**src/rtl/cb_cfg_pkg.sv**
```systemverilog
// Shared types and layout helpers for the configurable connection block.
// Offsets locate each select field inside the flat LSB-first config vector.
package cb_cfg_pkg;

  typedef enum logic [1:0] {
    ST_IDLE,
    ST_LOAD,
    ST_COMMIT,
    ST_DRAIN
  } cfg_state_e;

  function automatic int unsigned clog2(input int unsigned v);
    int unsigned r = 0;
    for (int unsigned i = 0; i < 32; i++) begin
      if ((64'd1 << i) < 64'(v)) r = i + 1;
    end
    return r;
  endfunction

  // CLB0 selects come first, CLB1 selects follow them.
  function automatic int unsigned pin_sel_off(input int unsigned clb, input int unsigned pin,
                                              input int unsigned nin0, input int unsigned sel0,
                                              input int unsigned sel1);
    return (clb == 0) ? pin * sel0 : nin0 * sel0 + pin * sel1;
  endfunction

  // Track index counts singles first, then doubles.
  function automatic int unsigned trk_sel_off(input int unsigned trk, input int unsigned base,
                                              input int unsigned dselw);
    return base + trk * dselw;
  endfunction

endpackage

```
**src/rtl/cb_cfg_loader.sv**
```systemverilog
// Config stream loader: beats fill a shadow register, which is committed
// atomically into the active routing vector after a correctly framed load.
module cb_cfg_loader
  import cb_cfg_pkg::*;
#(
  parameter int unsigned TOTAL = 92,
  parameter int unsigned CW    = 8
) (
  input  logic             clk,
  input  logic             rst,
  input  logic             i_valid,
  output logic             o_ready,
  input  logic [CW-1:0]    i_data,
  input  logic             i_last,
  output logic             o_done,
  output logic             o_err,
  output logic [TOTAL-1:0] o_active
);

  localparam int unsigned NBEATS = (TOTAL + CW - 1) / CW;
  localparam int unsigned CNTW   = (clog2(NBEATS) > 0) ? clog2(NBEATS) : 1;
  localparam logic [CNTW-1:0] LAST_IDX = CNTW'(NBEATS - 1);

  cfg_state_e       r_state, w_next;
  logic [CNTW-1:0]  r_cnt;
  logic [TOTAL-1:0] r_shadow, r_active, w_shadow_wr;
  logic             r_done, r_err;
  logic             w_beat_wr, w_commit, w_set_err, w_cnt_clr;

  always_ff @(posedge clk) begin
    if (rst) r_state <= ST_IDLE;
    else     r_state <= w_next;
  end

  always_comb begin
    w_next    = r_state;
    o_ready   = 1'b1;
    w_beat_wr = 1'b0;
    w_commit  = 1'b0;
    w_set_err = 1'b0;
    w_cnt_clr = 1'b0;
    case (r_state)
      ST_IDLE, ST_LOAD: begin
        if (i_valid) begin
          w_beat_wr = 1'b1;
          if (r_cnt == LAST_IDX) begin
            w_cnt_clr = 1'b1;
            if (i_last) begin
              w_next = ST_COMMIT;
            end else begin
              w_set_err = 1'b1;
              w_next    = ST_DRAIN;
            end
          end else if (i_last) begin
            w_cnt_clr = 1'b1;
            w_set_err = 1'b1;
            w_next    = ST_IDLE;
          end else begin
            w_next = ST_LOAD;
          end
        end
      end
      ST_COMMIT: begin
        o_ready  = 1'b0;
        w_commit = 1'b1;
        w_next   = ST_IDLE;
      end
      ST_DRAIN: begin
        if (i_valid && i_last) w_next = ST_IDLE;
      end
      default: w_next = ST_IDLE;
    endcase
  end

  // Per-bit merge so pad bits of the final beat never reach the vector.
  always_comb begin
    w_shadow_wr = r_shadow;
    for (int unsigned k = 0; k < TOTAL; k++) begin
      if (r_cnt == CNTW'(k / CW)) w_shadow_wr[k] = i_data[k % CW];
    end
  end

  always_ff @(posedge clk) begin
    if (rst) begin
      r_cnt    <= '0;
      r_shadow <= '0;
      r_active <= '0;
      r_done   <= 1'b0;
      r_err    <= 1'b0;
    end else begin
      r_done <= w_commit;
      r_err  <= w_set_err;
      if (w_beat_wr) r_shadow <= w_shadow_wr;
      if (w_cnt_clr)      r_cnt <= '0;
      else if (w_beat_wr) r_cnt <= r_cnt + CNTW'(1);
      if (w_commit) r_active <= r_shadow;
    end
  end

  assign o_done   = r_done;
  assign o_err    = r_err;
  assign o_active = r_active;

endmodule

```
**src/rtl/cfg_connection_block.sv**
```systemverilog
// Mux-based connection block between two CLBs and one routing channel; the
// routing is driven from the loader's committed active config vector.
module cfg_connection_block
  import cb_cfg_pkg::*;
#(
  parameter int unsigned WS        = 8,
  parameter int unsigned WD        = 8,
  parameter int unsigned WG        = 3,
  parameter int unsigned CLBIN0    = 6,
  parameter int unsigned CLBIN1    = 6,
  parameter int unsigned CLBOUT0   = 1,
  parameter int unsigned CLBOUT1   = 1,
  parameter int unsigned CARRY0TO1 = 1,
  parameter int unsigned CARRY1TO0 = 1,
  parameter int unsigned CLBX      = 1,
  parameter int unsigned CW        = 8
) (
  input  logic                 clk,
  input  logic                 rst,
  input  logic                 cfg_valid,
  output logic                 cfg_ready,
  input  logic [CW-1:0]        cfg_data,
  input  logic                 cfg_last,
  output logic                 cfg_done,
  output logic                 cfg_err,
  input  logic [WS-1:0]        single_in,
  output logic [WS-1:0]        single_out,
  input  logic [WD-1:0]        double_in,
  output logic [WD-1:0]        double_out,
  input  logic [WG-1:0]        global0,
  input  logic [CLBOUT0-1:0]   clb0_output,
  input  logic [CLBOUT1-1:0]   clb1_output,
  input  logic [CARRY0TO1-1:0] clb0_cout,
  input  logic [CARRY1TO0-1:0] clb1_cout,
  output logic [CLBIN0-1:0]    clb0_input,
  output logic [CLBIN1-1:0]    clb1_input,
  output logic [CARRY1TO0-1:0] clb0_cin,
  output logic [CARRY0TO1-1:0] clb1_cin
);

  localparam int unsigned SRC0     = WS + WD + WG + CLBX * CLBOUT1;
  localparam int unsigned SRC1     = WS + WD + WG + CLBX * CLBOUT0;
  localparam int unsigned DSRC     = CLBOUT0 + CLBOUT1;
  localparam int unsigned SEL0     = clog2(SRC0 + 1);
  localparam int unsigned SEL1     = clog2(SRC1 + 1);
  localparam int unsigned DSELW    = clog2(DSRC + 1);
  localparam int unsigned TRK_BASE = CLBIN0 * SEL0 + CLBIN1 * SEL1;
  localparam int unsigned TOTAL    = TRK_BASE + (WS + WD) * DSELW;

  localparam logic [SEL0-1:0]  SRC0_L = SEL0'(SRC0);
  localparam logic [SEL1-1:0]  SRC1_L = SEL1'(SRC1);
  localparam logic [DSELW-1:0] DSRC_L = DSELW'(DSRC);

  logic [TOTAL-1:0] w_active;
  logic [SRC0-1:0]  w_src0;
  logic [SRC1-1:0]  w_src1;
  logic [DSRC-1:0]  w_dsrc;

  cb_cfg_loader #(
    .TOTAL(TOTAL),
    .CW   (CW)
  ) u_loader (
    .clk     (clk),
    .rst     (rst),
    .i_valid (cfg_valid),
    .o_ready (cfg_ready),
    .i_data  (cfg_data),
    .i_last  (cfg_last),
    .o_done  (cfg_done),
    .o_err   (cfg_err),
    .o_active(w_active)
  );

  always_comb begin
    w_src0 = '0;
    w_src1 = '0;
    for (int unsigned i = 0; i < WS; i++) begin
      w_src0[i] = single_in[i];
      w_src1[i] = single_in[i];
    end
    for (int unsigned i = 0; i < WD; i++) begin
      w_src0[WS+i] = double_in[i];
      w_src1[WS+i] = double_in[i];
    end
    for (int unsigned i = 0; i < WG; i++) begin
      w_src0[WS+WD+i] = global0[i];
      w_src1[WS+WD+i] = global0[i];
    end
    for (int unsigned i = 0; i < CLBX * CLBOUT1; i++) w_src0[WS+WD+WG+i] = clb1_output[i];
    for (int unsigned i = 0; i < CLBX * CLBOUT0; i++) w_src1[WS+WD+WG+i] = clb0_output[i];
  end

  assign w_dsrc = {clb1_output, clb0_output};

  for (genvar p = 0; p < CLBIN0; p++) begin : g_pin0
    localparam int unsigned OFF = pin_sel_off(0, p, CLBIN0, SEL0, SEL1);
    logic [SEL0-1:0] w_sel;
    assign w_sel = w_active[OFF +: SEL0];
    assign clb0_input[p] = (w_sel != '0 && w_sel <= SRC0_L) ? w_src0[w_sel - 1'b1] : 1'b0;
  end

  for (genvar p = 0; p < CLBIN1; p++) begin : g_pin1
    localparam int unsigned OFF = pin_sel_off(1, p, CLBIN0, SEL0, SEL1);
    logic [SEL1-1:0] w_sel;
    assign w_sel = w_active[OFF +: SEL1];
    assign clb1_input[p] = (w_sel != '0 && w_sel <= SRC1_L) ? w_src1[w_sel - 1'b1] : 1'b0;
  end

  for (genvar t = 0; t < WS; t++) begin : g_single
    localparam int unsigned OFF = trk_sel_off(t, TRK_BASE, DSELW);
    logic [DSELW-1:0] w_sel;
    assign w_sel = w_active[OFF +: DSELW];
    assign single_out[t] = (w_sel != '0 && w_sel <= DSRC_L) ? w_dsrc[w_sel - 1'b1] : single_in[t];
  end

  for (genvar t = 0; t < WD; t++) begin : g_double
    localparam int unsigned OFF = trk_sel_off(WS + t, TRK_BASE, DSELW);
    logic [DSELW-1:0] w_sel;
    assign w_sel = w_active[OFF +: DSELW];
    assign double_out[t] = (w_sel != '0 && w_sel <= DSRC_L) ? w_dsrc[w_sel - 1'b1] : double_in[t];
  end

  assign clb1_cin = clb0_cout;
  assign clb0_cin = clb1_cout;

endmodule

```
**config.mk**
```make
export PLATFORM = sky130hd
export DESIGN_NAME = cfg_connection_block
export DESIGN_NICKNAME = d
export VERILOG_FILES = /design/src/rtl/cb_cfg_pkg.sv /design/src/rtl/cb_cfg_loader.sv /design/src/rtl/cfg_connection_block.sv
export SDC_FILE = /design/constraint.sdc
export NUM_CORES = 1
export LEC_CHECK = 0
export CAP_MARGIN = 15
export CORE_MARGIN = 2
export CORE_UTILIZATION = 36
export CTS_BUF_LIST = sky130_fd_sc_hd__clkbuf_8
export DETAILED_ROUTE_END_ITERATION = 10
export SETUP_SLACK_MARGIN = 0.2
export SLEW_MARGIN = 5
export SYNTH_ARGS = -nofsm -noshare
export SYNTH_HDL_FRONTEND = slang
export SYNTH_SLANG_ARGS = --single-unit
export TNS_END_PERCENT = 5
```
**constraint.sdc**
```tcl
create_clock -name clk -period 3.25 [get_ports clk]
set_clock_uncertainty 0.1 [all_clocks]
set_input_delay 0.65 -clock clk [delete_from_list [all_inputs] [get_ports clk]]
set_output_delay 0.65 -clock clk [all_outputs]
set_load 0.05 [all_outputs]
```
# After elaboration in Yosys (flattened, before gate mapping)
# Cells that the tools add are included.
[classes] add_sub_neg=29 n_reduce_logical=75 magnitude_cmp=56 eq_ne=16 n_mux=100 bitwise=2
[op_table] operator="1-bit two-way mux" count=84
[op_table] operator="5-bit by 6-bit < comparator with 1-bit output, second input constant" count=12
[op_table] operator="1-bit binary-select mux with 5-bit select" count=12
[op_table] operator="5-bit <= comparator, second input constant" count=12
[op_table] operator="5-bit nonzero test" count=12
[op_table] operator="5-bit by 1-bit subtractor with 5-bit output, second input constant" count=12
[op_table] operator="2-bit <= comparator, second input constant" count=16
[op_table] operator="2-bit < comparator, second input constant" count=16
[op_table] operator="2-bit nonzero test" count=16
[op_table] operator="2-bit by 1-bit subtractor with 2-bit output, second input constant" count=16
[op_table] operator="1-bit logical AND" count=29
[op_table] operator="2-bit AND reduction" count=13
[op_table] operator="4-bit by 3-bit == test with 1-bit output, second input constant" count=4
[op_table] operator="4-bit == test, second input constant" count=4
[op_table] operator="4-bit by 2-bit == test with 1-bit output, second input constant" count=2
[op_table] operator="2-bit two-way mux" count=3
[op_table] operator="2-bit one-hot mux with 3 select lines" count=1
[op_table] operator="4-bit by 1-bit adder with 4-bit output, second input constant" count=1
[op_table] operator="2-bit == test, second input constant" count=2
[op_table] operator="4-bit by 1-bit == test with 1-bit output, second input constant" count=1
[op_table] operator="4-bit zero test" count=1
[op_table] operator="2-bit OR reduction" count=2
[op_table] operator="3-bit OR reduction" count=1
[op_table] operator="2-bit by 1-bit == test with 1-bit output, second input constant" count=1
[op_table] operator="other kinds (4)" count=5
[totals] reg_bits=192

# Depth between registers and ports, before layout
[logic_depth] ltp_word=5 ltp_mapped=9

# By module
# From an unflattened synthesis, not the netlist that was laid out.
[unflattened] cells_unflattened=1313 area_unflattened_um2=11683.7
[modules_own_cells] mod="cb_cfg_loader" area_each_um2=7174.4 instances=1 seq_area_each_um2=3843.7 cells_each=769
[modules_own_cells] mod="cfg_connection_block" area_each_um2=4509.3 instances=1 seq_area_each_um2=0.0 cells_each=544

# Worst setup path after synthesis
# No wires, ideal clock.
[synth_path] path_type="reg-to-output" start="register u_loader.r_active[45], in the netlist u_loader.o_active[45]" end="output port clb1_input[3]" stages_incl_launch_ff=9 arrival_ps=2208 slack_ps=292 path_cell_list="dfxtp_1 > buf_4 > inv_1 > ha_1 > clkbuf_1 > mux2i_1 > o31a_1 > o311ai_1 > and3_1"
[synth_via] elab_chain_len=4 elab_cells_between_ends=7 classes_between="add/sub (1); order compare (1); mux (3); reduce/logical (2)"
[synth_rtl] element="start: declaration" line="cb_cfg_loader.sv:26" rtl="logic [TOTAL-1:0] r_shadow, r_active, w_shadow_wr;"
[synth_rtl] element="start signal: assignment" line="cb_cfg_loader.sv:96" rtl="if (w_commit) r_active <= r_shadow;"
[synth_rtl] element="5-bit by 1-bit subtractor with 5-bit output" line="cfg_connection_block.sv:106" rtl="assign clb1_input[p] = (w_sel != '0 && w_sel <= SRC1_L) ? w_src1[w_sel - 1'b1] : 1'b0;"
[synth_rtl] element="1-bit binary-select mux with 5-bit select" line="cfg_connection_block.sv:106"
[synth_rtl] element="1-bit two-way mux (not written as such)" line="cfg_connection_block.sv:106"
[synth_rtl] element="1-bit two-way mux (*)" line="cfg_connection_block.sv:106"
[synth_rtl] element="end: declaration" line="cfg_connection_block.sv:36" rtl="output logic [CLBIN1-1:0] clb1_input,"
# Every way passes the cells marked *; elsewhere a longest branch is shown, timed or not. The select of a mux whose other input is x is not followed.

# Worst setup path after layout
[layout_path] start="input port double_in[4]" end="output port clb0_input[2]"
[layout_via] elab_chain_len=3
[layout_rtl] element="start: declaration" line="cfg_connection_block.sv:28" rtl="input logic [WD-1:0] double_in,"
[layout_rtl] element="1-bit binary-select mux with 5-bit select" line="cfg_connection_block.sv:99" rtl="assign clb0_input[p] = (w_sel != '0 && w_sel <= SRC0_L) ? w_src0[w_sel - 1'b1] : 1'b0;"
[layout_rtl] element="1-bit two-way mux (not written as such)" line="cfg_connection_block.sv:99"
[layout_rtl] element="1-bit two-way mux" line="cfg_connection_block.sv:99"
[layout_rtl] element="end: declaration" line="cfg_connection_block.sv:35" rtl="output logic [CLBIN0-1:0] clb0_input,"
# No other way between the ends. The select of a mux whose other input is x is not followed.

==> out/metrics.cfg <==
[final_layout]
design_area_um2 = 14300
fin_cells = 1906
drive_above_1_share_pct = 21.3
num_antenna_cells = 0
final_nets = 1555
area_growth_pct = 24.5

[floorplanning]
initial_core_util_pct = 36.5
num_rows = 65
ioPinCount = 68
die_width_um = 183
die_y_um = 183
core_um2 = 31600
dieArea_um2 = 33400

[critical_path]
cp_top_family = buffers and inverters
slowest_delay_ns = 0.46
path_max_fanout = 6
r2r_start = u_loader.r_state[1]
critical_path_arrival_ns = 2.34
cp-start-kind = input port
worstSetupPathType = in2out
end_kind = primary output
path_cells = dlygate4sd2_1 > bufbuf_16 > mux4_2 > mux2i_1 > a21oi_1 > and3_4 > buf_8
critPathBufInv = 3
ff2ff_setup_slack_ns = 1.04
crit_slowest_cell = mux4_2
rr_worst_depth = 5
crit_required_ns = 2.50
r2r-end = u_loader.r_shadow[44]

[yosys]
syn_avg_cell_area_um2 = 7.99
ys_seq_area_share_pct = 33.4
synth_cell_types = 39
postSynthCellCount = 1441
yosysMostFrequentCell = nand2_1
synth_seq_cells = 192
yosys.area.top_type = dfxtp_1
synth.area.top_cells = dfxtp_1, mux4_2, a21oi_1
synth_edf_count = 0
netlist_top_cells_count = nand2_1, a21oi_1, dfxtp_1
yosysTopAreaCellShare_pct = 33.4
synth_warnings = 0
syn_area_um2 = 11500
syn-num-nets = 1505
synth_ff_type = dfxtp_1
synthArstFlopShare_pct = 0

[worst_hold_path]
min_to = u_loader.o_active[41]
holdCritStartpoint = u_loader.r_shadow[41]
min_path_cells = 2
hold_path.class = reg2reg

[drt]
initialDrtViolationCount = 1083
routed_wl_mm = 36.9
viasPerCell = 5.71
ant_nets = 0
drtPass1Iterations = 6
wl_met2_mm = 16.6
met3_wirelength_mm = 3.00
num_vias = 10900
wl_per_cell_um = 19.4
top_layer = met5
wl_met1_mm = 16.5
route.detailed.drc = 0

[cts]
htreeDepth = 4
clkTransAtPathRegs_ns = 0.10
cts.sinks = 192
cts_tree = yes
cts_buffers = 17
cts_root_buf = clkbuf_8
clkLatencyLatePin_ns = 0.48
ctsHoldBuffers = 0
clockBufferDepth = 2

[sta]
rsz0062_at_grt = true
setup_viol = 0
period_minus_slack_ns = 3.09
fin_tns_setup_ns = 0
maxSlewViolCount = 0
period_share_pct = 95.2
hold_violations = 0
tightest_slew_ns = 1.08
slew_headroom_pct = 28.1
clock.fmax_mhz = 323

[place]
dp_hpwl_mm = 21.8
dpl-instance-area_um2 = 12900
place_inst = 1829
portBuffers = 63
routabilityCongestion = 0.794

[power]
pwr_density_cell_nw_per_um2 = 324
finalPower_mw = 4.64
irDropWorstVdd_uv = 252
power_leakage_nw = 4.83

[global_routing]
grt-ovfl-total = 0
grt_pass1_vias = 9950
grt_max_degree = 94
antenna_found_initial = 1
grt_pass1_wl_mm = 57.2
grtUsageTotal_pct = 21.9

[run_status]
outcome = completed

[run]
maxCapViolCount = 0

## where the power goes
part           internal (mW)  switching (mW)
logic                  0.277           0.338
clock network          0.710           0.952
registers               2.35         0.00701
total                   3.34            1.30
## repair_timing
action | in CTS | in global routing
setup endpoints to repair | 12 | 12
gates resized for setup | 132 | 22
setup buffers | 28 | 9
cloned | 8 | 0
pin swaps | 6 | 9
## placed cells by master (no fill, tap or decap), types with 12 or more instances in the layout
master / count
dfxtp_1: 172
buf_6: 20
clkdlybuf4s50_1: 13
a211oi_1: 17
dlygate4sd2_1: 19
ha_4: 13
clkbuf_8: 17
dfxtp_4: 12
a21oi_1: 230
nand2b_1: 23
nand2_1: 306
nor2b_1: 32
nand3_1: 97
buf_12: 37
xnor2_1: 12
nor3_1: 15
mux2i_1: 36
inv_1: 23
nor2_1: 30
o21ai_0: 44
mux4_2: 59
o22ai_1: 23
buf_4: 72
o211ai_1: 13
## flip-flops by register name, indices dropped and copies added, names as in the netlist
name and flops:
u_loader.o_active 92, u_loader.r_shadow 92, u_loader.r_cnt 4, u_loader.r_state 2
u_loader.o_done 1, u_loader.o_err 1
## layer usage
| metal | track usage, % | vias up |
|---|---|---|
| li1 | - | 5151 |
| met1 | 31.0 | 5235 |
| met2 | 33.9 | 447 |
| met3 | 4.29 | 53 |
| met4 | 6.40 | 2 |
| met5 | 0 | - |
## tightest hold or removal path: stages (launching register included)
cell and delay, ns:
dfxtp_1 0.32, nand2_1 0.05, a21oi_1 0.05
## through the flow
stage / worst slack, ns / util (%) / hold slack [ns]
final: 0.156 / 45.4 / 0.341
after global routing: 0.104 / 45.4 / 0.369
after CTS: 0.178 / 45.0 / 0.345
after detailed placement: -0.0937 / 41.0 / 0.342
after global placement: -0.0978 / 41.0 / 0.337
after floorplan: 0.292 / - / 0.332
## worst max path at each step
stage | start | to | slack (ns) | cells past startpoint
finish | double_in[4] | clb0_input[2] | 0.16 | 7
detailed placement | global0[0] | clb0_input[1] | -0.09 | 8
CTS | u_loader.o_active[30] | clb1_input[0] | 0.18 | 8
global placement | global0[0] | clb0_input[1] | -0.1 | 8
global route | u_loader.o_active[50] | clb1_input[4] | 0.10 | 7
floorplan | u_loader.o_active[45] | clb1_input[3] | 0.29 | 8
## kinds of logic (layout without fill, tap and decap cells)
family | Yosys count | after routing | share of synthesized area (%)
buffers and inverters | 175 | 238 | 6.24
adder cells (fa/ha/maj) | 29 | 29 | 3.15
AO/OA/AOI/OAI | 344 | 344 | 16.3
XOR/XNOR | 25 | 25 | 1.90
flip-flops | 192 | 192 | 33.4
multiplexers | 101 | 101 | 15.2
AND/OR/NAND/NOR | 575 | 575 | 23.8
## layout make-up
type / instances / area [µm²]
timing repair buffer: 176 / 2150
fill: 3090 / 17200
clock buffer: 17 / 234
inverter: 30 / 113
multi-input combinational: 1074 / 7260
sequential: 192 / 3900
tap: 402 / 503
clock inverter: 15 / 176
No activity file was read; power rests on OpenSTA's default activity.
